### src/rtl/pwm_multi.sv
// Multi-channel PWM generator.
//
// All channels share one prescaler (pcnt) and one period counter (cnt).
// Each channel owns its duty/polarity in a per-channel instance. Every
// configuration field is double-buffered: load captures a pending set, and
// the pending set moves to the active set only at a period wrap, or at once
// while disabled, so a period is never cut short or stretched.
//
// Ports:
//   clk, rst_n   clock, asynchronous active-low reset
//   en           run enable; low holds counters at 0, outputs at polarity
//   presc        counter tick every presc+1 clk
//   period       PWM period is period+1 ticks
//   duty         per-channel high time in ticks, channel i at [i*CNT_W +: CNT_W]
//   pol          per-channel output inversion
//   load         strobe, captures presc/period/duty/pol into the pending set
//   pwm_out      registered PWM outputs
//   period_tick  one-clk pulse the cycle after each period wrap
//   pending      a loaded configuration is waiting for a boundary

module pwm_multi_ch #(
    parameter int CNT_W = 16
) (
    input  logic             clk,
    input  logic             rst_n,
    input  logic             en_i,
    input  logic [CNT_W-1:0] cnt_i,
    input  logic             cap_i,        // capture inputs into pending
    input  logic             apply_in_i,   // active <= inputs (load at boundary)
    input  logic             apply_pend_i, // active <= pending
    input  logic [CNT_W-1:0] duty_i,
    input  logic             pol_i,
    output logic             pwm_o
);
    logic [CNT_W-1:0] duty_a_q, duty_a_d, duty_p_q, duty_p_d;
    logic             pol_a_q, pol_a_d, pol_p_q, pol_p_d;
    logic             pwm_q, pwm_d;

    always_comb begin
        duty_p_d = cap_i ? duty_i : duty_p_q;
        pol_p_d  = cap_i ? pol_i  : pol_p_q;
        duty_a_d = duty_a_q;
        pol_a_d  = pol_a_q;
        if (apply_in_i) begin
            duty_a_d = duty_i;
            pol_a_d  = pol_i;
        end else if (apply_pend_i) begin
            duty_a_d = duty_p_q;
            pol_a_d  = pol_p_q;
        end
        // Plain unsigned compare: duty above the period simply never
        // goes false, giving 100% without special-casing.
        pwm_d = en_i ? ((cnt_i < duty_a_q) ^ pol_a_q) : pol_a_q;
    end

    always_ff @(posedge clk or negedge rst_n) begin
        if (!rst_n) begin
            duty_a_q <= '0;
            duty_p_q <= '0;
            pol_a_q  <= 1'b0;
            pol_p_q  <= 1'b0;
            pwm_q    <= 1'b0;
        end else begin
            duty_a_q <= duty_a_d;
            duty_p_q <= duty_p_d;
            pol_a_q  <= pol_a_d;
            pol_p_q  <= pol_p_d;
            pwm_q    <= pwm_d;
        end
    end

    assign pwm_o = pwm_q;
endmodule

module pwm_multi #(
    parameter int CHANNELS = 4,
    parameter int CNT_W    = 16,
    parameter int PRESC_W  = 8
) (
    input  logic                      clk,
    input  logic                      rst_n,
    input  logic                      en,
    input  logic [PRESC_W-1:0]        presc,
    input  logic [CNT_W-1:0]          period,
    input  logic [CHANNELS*CNT_W-1:0] duty,
    input  logic [CHANNELS-1:0]       pol,
    input  logic                      load,
    output logic [CHANNELS-1:0]       pwm_out,
    output logic                      period_tick,
    output logic                      pending
);
    logic [PRESC_W-1:0] pcnt_q, pcnt_d, presc_a_q, presc_a_d, presc_p_q, presc_p_d;
    logic [CNT_W-1:0]   cnt_q, cnt_d, period_a_q, period_a_d, period_p_q, period_p_d;
    logic               pend_q, pend_d, ptick_q;
    logic               tick, wrap, apply, apply_in, apply_pend;

    assign tick  = en && (pcnt_q == presc_a_q);
    assign wrap  = tick && (cnt_q == period_a_q);
    // Boundary: a period wrap, or any cycle while disabled.
    assign apply = wrap || !en;
    // A load landing on a boundary bypasses the pending set entirely.
    assign apply_in   = apply && load;
    assign apply_pend = apply && !load && pend_q;

    always_comb begin
        presc_p_d  = load ? presc  : presc_p_q;
        period_p_d = load ? period : period_p_q;
        presc_a_d  = presc_a_q;
        period_a_d = period_a_q;
        if (apply_in) begin
            presc_a_d  = presc;
            period_a_d = period;
        end else if (apply_pend) begin
            presc_a_d  = presc_p_q;
            period_a_d = period_p_q;
        end

        pend_d = pend_q;
        if (apply)     pend_d = 1'b0;
        else if (load) pend_d = 1'b1;

        // Counters are already 0 after a wrap or while disabled, so applying
        // a new set needs no separate counter reset.
        pcnt_d = pcnt_q;
        cnt_d  = cnt_q;
        if (!en) begin
            pcnt_d = '0;
            cnt_d  = '0;
        end else if (tick) begin
            pcnt_d = '0;
            cnt_d  = wrap ? '0 : cnt_q + CNT_W'(1);
        end else begin
            pcnt_d = pcnt_q + PRESC_W'(1);
        end
    end

    always_ff @(posedge clk or negedge rst_n) begin
        if (!rst_n) begin
            pcnt_q     <= '0;
            cnt_q      <= '0;
            presc_a_q  <= '0;
            presc_p_q  <= '0;
            period_a_q <= '0;
            period_p_q <= '0;
            pend_q     <= 1'b0;
            ptick_q    <= 1'b0;
        end else begin
            pcnt_q     <= pcnt_d;
            cnt_q      <= cnt_d;
            presc_a_q  <= presc_a_d;
            presc_p_q  <= presc_p_d;
            period_a_q <= period_a_d;
            period_p_q <= period_p_d;
            pend_q     <= pend_d;
            ptick_q    <= wrap;
        end
    end

    for (genvar g = 0; g < CHANNELS; g++) begin : g_ch
        pwm_multi_ch #(.CNT_W(CNT_W)) u_ch (
            .clk          (clk),
            .rst_n        (rst_n),
            .en_i         (en),
            .cnt_i        (cnt_q),
            .cap_i        (load),
            .apply_in_i   (apply_in),
            .apply_pend_i (apply_pend),
            .duty_i       (duty[g*CNT_W +: CNT_W]),
            .pol_i        (pol[g]),
            .pwm_o        (pwm_out[g])
        );
    end

    assign period_tick = ptick_q;
    assign pending     = pend_q;
endmodule

### config.mk
export PLATFORM = sky130hd
export DESIGN_NAME = pwm_multi
export DESIGN_NICKNAME = d
export VERILOG_FILES = /design/src/rtl/pwm_multi.sv
export SDC_FILE = /design/constraint.sdc
export NUM_CORES = 1
export LEC_CHECK = 0
export CORE_UTILIZATION = 55
export CTS_CLUSTER_DIAMETER = 40
export CTS_CLUSTER_SIZE = 10
export DETAILED_ROUTE_END_ITERATION = 12
export GPL_TIMING_DRIVEN = 0
export PLACE_DENSITY = 0.81
export SLEW_MARGIN = 20
export SYNTH_ARGS = -nofsm -noshare
export SYNTH_HDL_FRONTEND = slang
export SYNTH_HIERARCHICAL = 1
export SYNTH_SLANG_ARGS = --single-unit
### constraint.sdc
create_clock -name clk -period 3 [get_ports clk]
set_input_delay 0.45 -clock clk [delete_from_list [all_inputs] [get_ports clk]]
set_output_delay 0.45 -clock clk [all_outputs]
set_load 0.01 [all_outputs]
==> results.txt <==
status - finished clean
pin slew with the least headroom to its limit - 668.1 ps
CTS sink count - 214
Cell Rows - 52
Via Count - 9178
pre-CTS WS - -737.6 ps
final wirelength - 28.87 mm
Vias/cell - 6.042
Critical Path RT - 3340 ps
grt ovf - 0
Slew Viols, Final - 0
final net count - 1385
Peak Freq - 0.3420 GHz
fillcell total - 1452
Yosys cell types - 52
Yosys Warn Count - 6
setup violators final - 0
Post-DP Area - 12880 sq um
die width - 146.5 um
Mapped Avg Cell Area - 10.53 sq um
die height - 146.5 um
Initial DRC Count - 686
commonest non-fill, non-tap cell in the layout - dfrtp_1
Routability Congestion - 0.8446
post-detailed-route count of antenna-violating nets - 0
switching power share of the total - 25.48%
number of CTS-inserted buffers - 34
share of cells above drive strength 1 - 14.57%
CTS clk-pin slew, worst paths - 50 ps
Die Area - 21460 sq um
xor-xnor portion of the synthesized cell area - 2.593%
Port Buffers - 100
mux cell area share after synthesis - 14.95%
Hold Path Class - in2reg
core box area - 20360 sq um
maximum clock path buffer count - 3
Post-Route Setup TNS - 0 ps
largest net degree at the start of global routing - 95
critical path arrival - 3270 ps
peak per-stage delay on the critical path - 510 ps
Yosys reg bits - 214
cell area after synthesis - 11480 sq um
maxcap violations - 0
H-tree levels - 2
crit path max fanout - 28
final critical-path share of the clock period - 97.45%
cell count after placement - 1462
Finished Cell Area - 14050 sq um
post-route insts no fill - 1519
RSZ-0062 raised after global routing - false
register area share after synthesis - 46.64%
first-pass GRT wire length - 47.40 mm
element type at the critical path end - flop
Syn Inst Count - 1090
Post-synth EDFFs - 0
Setup Crit Path Kind - reg2reg
commonest non-fill, non-tap cells in the layout - dfrtp_1, nand2_1, clkdlybuf4s50_1
critical path's slowest cell - dfrtp_2
Gate power share - 13.5%
clock root buffer - clkbuf_16
Worst Path Buf+Inv - 2
Fin Clk Skew - 21.13 ps
Clock Latency Late Sink - 500 ps
Async SR Flop Fraction - 100.0%
TritonRoute pass-1 iters - 5
crit path cell chain - buf_2, xor2_1, nor4_2, nand4_2, o21ai_4, and2_4, clkbuf_1, o21ai_0
Pleak - 5.923 nW
slew margin rel. - 55.46%
Post-Synth Simple-Gate Area - 10.82%
Final Critical Period - 2924 ps
largest family of logic cells by synthesized area - multiplexers
initial antenna violation count - 0
Max VDD drop - 0.3613 mV
Critical Path Source Type - flop
TritonCTS clock tree - built
Reg power frac - 40.4%
post-synthesis adder-cell area fraction - 6.756%
Net Sw Power - 2.164 mW
reg2reg setup slack - 80 ps
number of global-route vias before repair - 9198
diode count - 0
Final Hold Viols - 0
Compound-Gate Fraction of Synth Area - 13.53%
power share of the clock group - 46.1%
critical path's top delay family - simple AND/OR/NAND/NOR gates
Initial Utilization - 56.38%
power per cell area - 604.5 nW/um^2
Mapped Nets - 1248
leading register cell type out of synthesis - dfrtp_1
Global Route Usage Sum - 27.83%
layout overhead on the synthesized area - 22.39%
DRC Markers - 0
IO Pins - 102
DP Wirelength - 19.08 mm
setup ws final - 76.40 ps
wire per inst - 19.01 um
Pint - 6.331 mW
-- worst reg2reg max path, stage by stage, from the launching register on --
cell and delay [ps]:
dfrtp_2 510, buf_2 230, xor2_1 190, nor4_2 340, nand4_2 200, o21ai_4 240
and2_4 410, clkbuf_1 440, o21ai_0 210
-- registers in the layout, indices dropped and copies added (netlist names) --
signal,flops
g_ch.u_ch/pol_a_q,4
period_a_q,16
g_ch.u_ch/pol_p_q,4
presc_p_q,8
g_ch.u_ch/duty_a_q,64
g_ch.u_ch/pwm_o,4
period_tick,1
cnt_q,16
pcnt_q,8
g_ch.u_ch/duty_p_q,64
pending,1
period_p_q,16
presc_a_q,8
-- worst paths after layout --
path,end,cells after the start,from
min in group asynchronous,g_ch[3].u_ch/duty_p_q[8]$_DFFE_PN0P_,2,rst_n
max in group asynchronous,cnt_q[3]$_DFFE_PN0P_,4,rst_n
hold / removal,g_ch[1].u_ch/duty_p_q[4]$_DFFE_PN0P_,2,load
hold reg to reg,g_ch[0].u_ch/pwm_o$_DFF_PN0_,1,g_ch[0].u_ch/pol_a_q$_DFFE_PN0P_
setup reg to reg,g_ch[0].u_ch/duty_a_q[13]$_DFFE_PN0P_,8,cnt_q[5]$_DFFE_PN0P_
setup / recovery,g_ch[0].u_ch/duty_a_q[13]$_DFFE_PN0P_,8,cnt_q[5]$_DFFE_PN0P_
-- layer usage --
metal	up-vias	part of all wire [%]	routed length (um)	track usage (%)
li1	4179	-	-	-
met1	4543	43	12530	37.70
met2	377	46	13430	44.50
met3	79	6.4	1837	4.344
met4	0	3.8	1083	12.03
met5	-	0	0	0
-- what timing repair did --
action / 4_1_cts / 5_1_grt
endpoints found under the setup margin: 68 / 53
hold buffers: 1 / 0
resized for setup: 9 / 12
setup buffers: 2 / 0
pin swaps: 2 / 0
hold endpoints to repair: 56 / 0
-- power groups by stage --
stage	registers (mW)	clock network (mW)	logic [mW]
after floorplan	3.40	0	0.716
after global placement	3.45	0	1.06
after detailed placement	3.47	0	1.12
after CTS	3.43	3.96	1.15
after global routing	3.46	4.10	1.27
final	3.43	3.92	1.15
-- area by class of cell --
type | instances | area [sq um] | area share [%]
multi-input cells | 746 | 5612 | 39.93
flip-flops and latches | 214 | 5360 | 38.14
repair buffers | 105 | 1086 | 7.728
clock buffers | 40 | 924.6 | 6.579
well taps | 270 | 337.8 | 2.404
plain buffers | 63 | 287.8 | 2.048
inverters | 63 | 236.5 | 1.683
clock inverters | 18 | 209.0 | 1.487
-- per-stage QoR --
step                      power [mW]  util [%]  hold slack [ps]
after floorplan                4.116         -            154.4
after global placement         4.516     62.96            462.0
after global routing           8.835     69.01            364.1
after detailed placement       4.587     63.25            395.0
final                          8.496     69.01            359.2
after CTS                      8.538     69.08            347.9
-- synthesized netlist by cell type, drive strengths merged, types with 4 or more instances --
cell type    n  area (sq um)
a2111oi      4         60.06
a21o         4         35.03
a21oi       29         145.1
a221oi      28         245.2
a22oi       24         180.2
a31oi        9         56.30
and2        26         162.7
and3         4         25.02
buf         27         153.9
clkbuf      40         150.1
dfrtp      214          5355
ha          62         775.7
inv         63         236.5
mux2        92          1036
mux2i       68         680.7
nand2      129         484.2
nand2b       8         50.05
nand3       18         90.09
nand4        9         62.56
nor2        40         150.1
nor3         8         40.04
nor4         6         37.54
o2111ai      4         35.03
o211ai       4         50.05
o21a        12         95.09
o21ai       75         379.1
o311ai      25         219.0
or2b         4         35.03
xnor2       13         113.9
xor2        21         183.9
-- kinds of logic (layout without fill, tap and decap cells) --
group	count (synthesis)	after routing
AND/OR/NAND/NOR	266	266
AO/OA/AOI/OAI	224	224
multiplexers	160	160
flip-flops	214	214
buffers and inverters	130	289
adder cells (fa/ha/maj)	62	62
XOR/XNOR	34	34
Note: power is estimated with default switching activity, not from simulation.
==> edit (config.mk and constraints unchanged) <==
Put a register stage on the output `pwm_out`, with the module's reset. The value now appears one clock later. The other outputs are not delayed to match. Comments in the files are not updated.
--- a/src/rtl/pwm_multi.sv
+++ b/src/rtl/pwm_multi.sv
@@ -90,4 +90,6 @@
     output logic                      pending
 );
+
+    logic [CHANNELS-1:0] pwm_c;
     logic [PRESC_W-1:0] pcnt_q, pcnt_d, presc_a_q, presc_a_d, presc_p_q, presc_p_d;
     logic [CNT_W-1:0]   cnt_q, cnt_d, period_a_q, period_a_d, period_p_q, period_p_d;
@@ -168,5 +170,5 @@
             .duty_i       (duty[g*CNT_W +: CNT_W]),
             .pol_i        (pol[g]),
-            .pwm_o        (pwm_out[g])
+            .pwm_o        (pwm_c[g])
         );
     end
@@ -174,4 +176,12 @@
     assign period_tick = ptick_q;
     assign pending     = pend_q;
+    always_ff @(posedge clk or negedge rst_n) begin
+        if (!rst_n) begin
+            pwm_out <= '0;
+        end else begin
+            pwm_out <= pwm_c;
+        end
+    end
+
 endmodule
 
Behaviour: not the same (a bounded check fails within 4 cycles, from zero or initial values and one cycle with rst_n low).
==> edit against the original RTL <==
Sequential share of layout area grew 0.91 points. Worst hold slack worse by 0.011 ns. Via count decreased by 7.8%. Worst setup slack worse by 0.056 ns. Sequential cell count rose by 4. Largest cell class is now sequential cells. Synthesized area decreased by 2.3%. Design area down 0.36%. Wire length decreased by 4.0%. Total power is 4.3% higher. Final cell count down 4.3%.
==> edit: results (changes against the original RTL) <==
[final_layout]
nNonClkInverters = 67  ; +6.3%
final_net_count = 1324  ; -4.4%
buffers = 160  ; -4.8%
fillCellCount = 1350  ; -7.0%
clk_share_pct = 8.83  ; +0.76 points
final_cells = 1454  ; -4.3%
drive_above_1_share_pct = 20.3  ; +5.7 points
multi_input_gates = 684  ; -8.3%
buf_share_pct = 10.4  ; +0.62 points
n_clock_buffer = 47  ; +18%
multi_input_area_share_pct = 37.6  ; -2.4 points
sh_seq_area_pct = 39.1  ; +0.91 points

[setup_path]
r2r_end = g_ch[0].u_ch/duty_a_q[6]
cp_slowest_stage_delay_ns = 0.52
criticalPathCategory = reg -> reg
reg2reg_depth = 12  ; +4
r2r_slack_ns = 0.02  ; -0.06 ns
crit_fanout = 10  ; -64%
crit_start = cnt_q[1]

[clock_network]
cts.path.max_buffers = 3  ; unchanged
cts_root_buffer = clkbuf_16
cts_buffers = 35  ; +2.9%

[power_and_ir_drop]
peakVddDrop_v = 0.000418  ; +16%
p_leak_uw = 0.00597  ; +0.84%

[place]
dpl_cell_area_um2 = 12600  ; -2.1%
dpl.cell_count = 1387  ; -5.1%
hpwlAfterDp_mm = 17.8  ; -6.6%
place_congestion = 0.860  ; +1.9%
port_buffers = 100  ; unchanged
place_ws_ns = -1.28  ; -0.545 ns

[run_status]
status = complete, no violations

[route]
drt_pass1_iterations = 5  ; unchanged
drt_wl_total_mm = 27.7  ; -4.0%
drc_errors = 0  ; unchanged
drt-vias-per-instance = 5.82  ; -3.7%
drt_iter0_markers = 513  ; -25%

[global_routing]
grt_max_degree = 101  ; +6.3%
grt_pass1_vias = 8894  ; -3.3%
grt_pass1_wl_mm = 44.5  ; -6.1%
grt_usage_pct = 27.6  ; -0.22 points

[sta]
tightest_slew_ns = 0.783  ; +0.115 ns
fmax_mhz = 336  ; -1.9%
fin_crit_ns = 2.98  ; +0.0563 ns
finClkSkew_ns = 0.00963  ; -0.0115 ns

[worst_hold_path]
min_from = g_ch[3].u_ch/pwm_o
hold-path-cell-count = 0  ; -2
hold_end = pwm_out[3]
hp-class = reg -> reg

[floorplan]
coreArea_um2 = 19700  ; -3.2%

[synth]
synth.area.top_cells = dfrtp_1, mux2_2, ha_1
synthesis.nets = 1178  ; -5.6%
synthTopCellsByCount = dfrtp_1, mux2_2, nand2_1
ys_ff_latch = 218  ; +1.9%
synth.distinct_cells = 46  ; -12%
synth-async-reset-ratio_pct = 100  ; unchanged
synthCells = 1020  ; -6.4%
yosysSeqAreaShare_pct = 48.6  ; +2.0 points

-- edit: cell types whose count changed after synthesis, sizes merged, moves of 21 or more --
cell    delta
and2      -24
nand2     -38
nor2b     +21
o311ai    -25
o32a      +24
a22oi     -24
xnor2     +22
a221oi    -24
-- edit: layer usage --
layer	GRT usage, %	vias up	part of all wire [%]
li1	-	3888	-
met1	34.8	4202	42
met2	46.8	289	49
met3	4.28	85	5.3
met4	12.7	0	3.5
met5	0	-	0
-- edit: cells by family after synthesis --
logic type      share of synthesized area (%)
simple gates                             10.5
flops                                    48.6
compound gates                           10.7
mux                                      15.3
buf+inv                                  4.77
fa+ha+maj                                6.91
xor+xnor                                 3.20
-- edit: stage by stage --
step	total power, uW	utilization (%)	hold WS [ns]
floorplan	4150	-	0.154
global placement	4560	63.7	0.333
detailed placement	4620	64.0	0.337
CTS	8880	70.4	0.350
global route	9200	71.0	0.363
finish	8860	71.0	0.348
-- edit: power by group --
part | switching (uW) | internal, uW | total (uW)
logic | 542 | 579 | 1120
registers | 217 | 3280 | 3500
clock network | 1370 | 2870 | 4240
total | 2130 | 6730 | 8860
-- edit: worst max-delay path: cells and delay by family (launching register included) --
family,cells,cell delay [ns]
and+or+nand+nor,3,0.80
buffers and inverters,5,0.67
DFF,1,0.52
AOI/OAI and AO/OA,2,0.32
xor gates and xnor gates,1,0.29
muxes,1,0.23
-- edit: what timing repair did --
action | CTS | global route
pin swaps | 1 | 1
setup endpoints to repair | 68 | 61
buffers inserted | 0 | 8
hold endpoints to repair | 61 | 0
resized for setup | 24 | 16
hold buffers | 1 | 0
cloned | 1 | 0
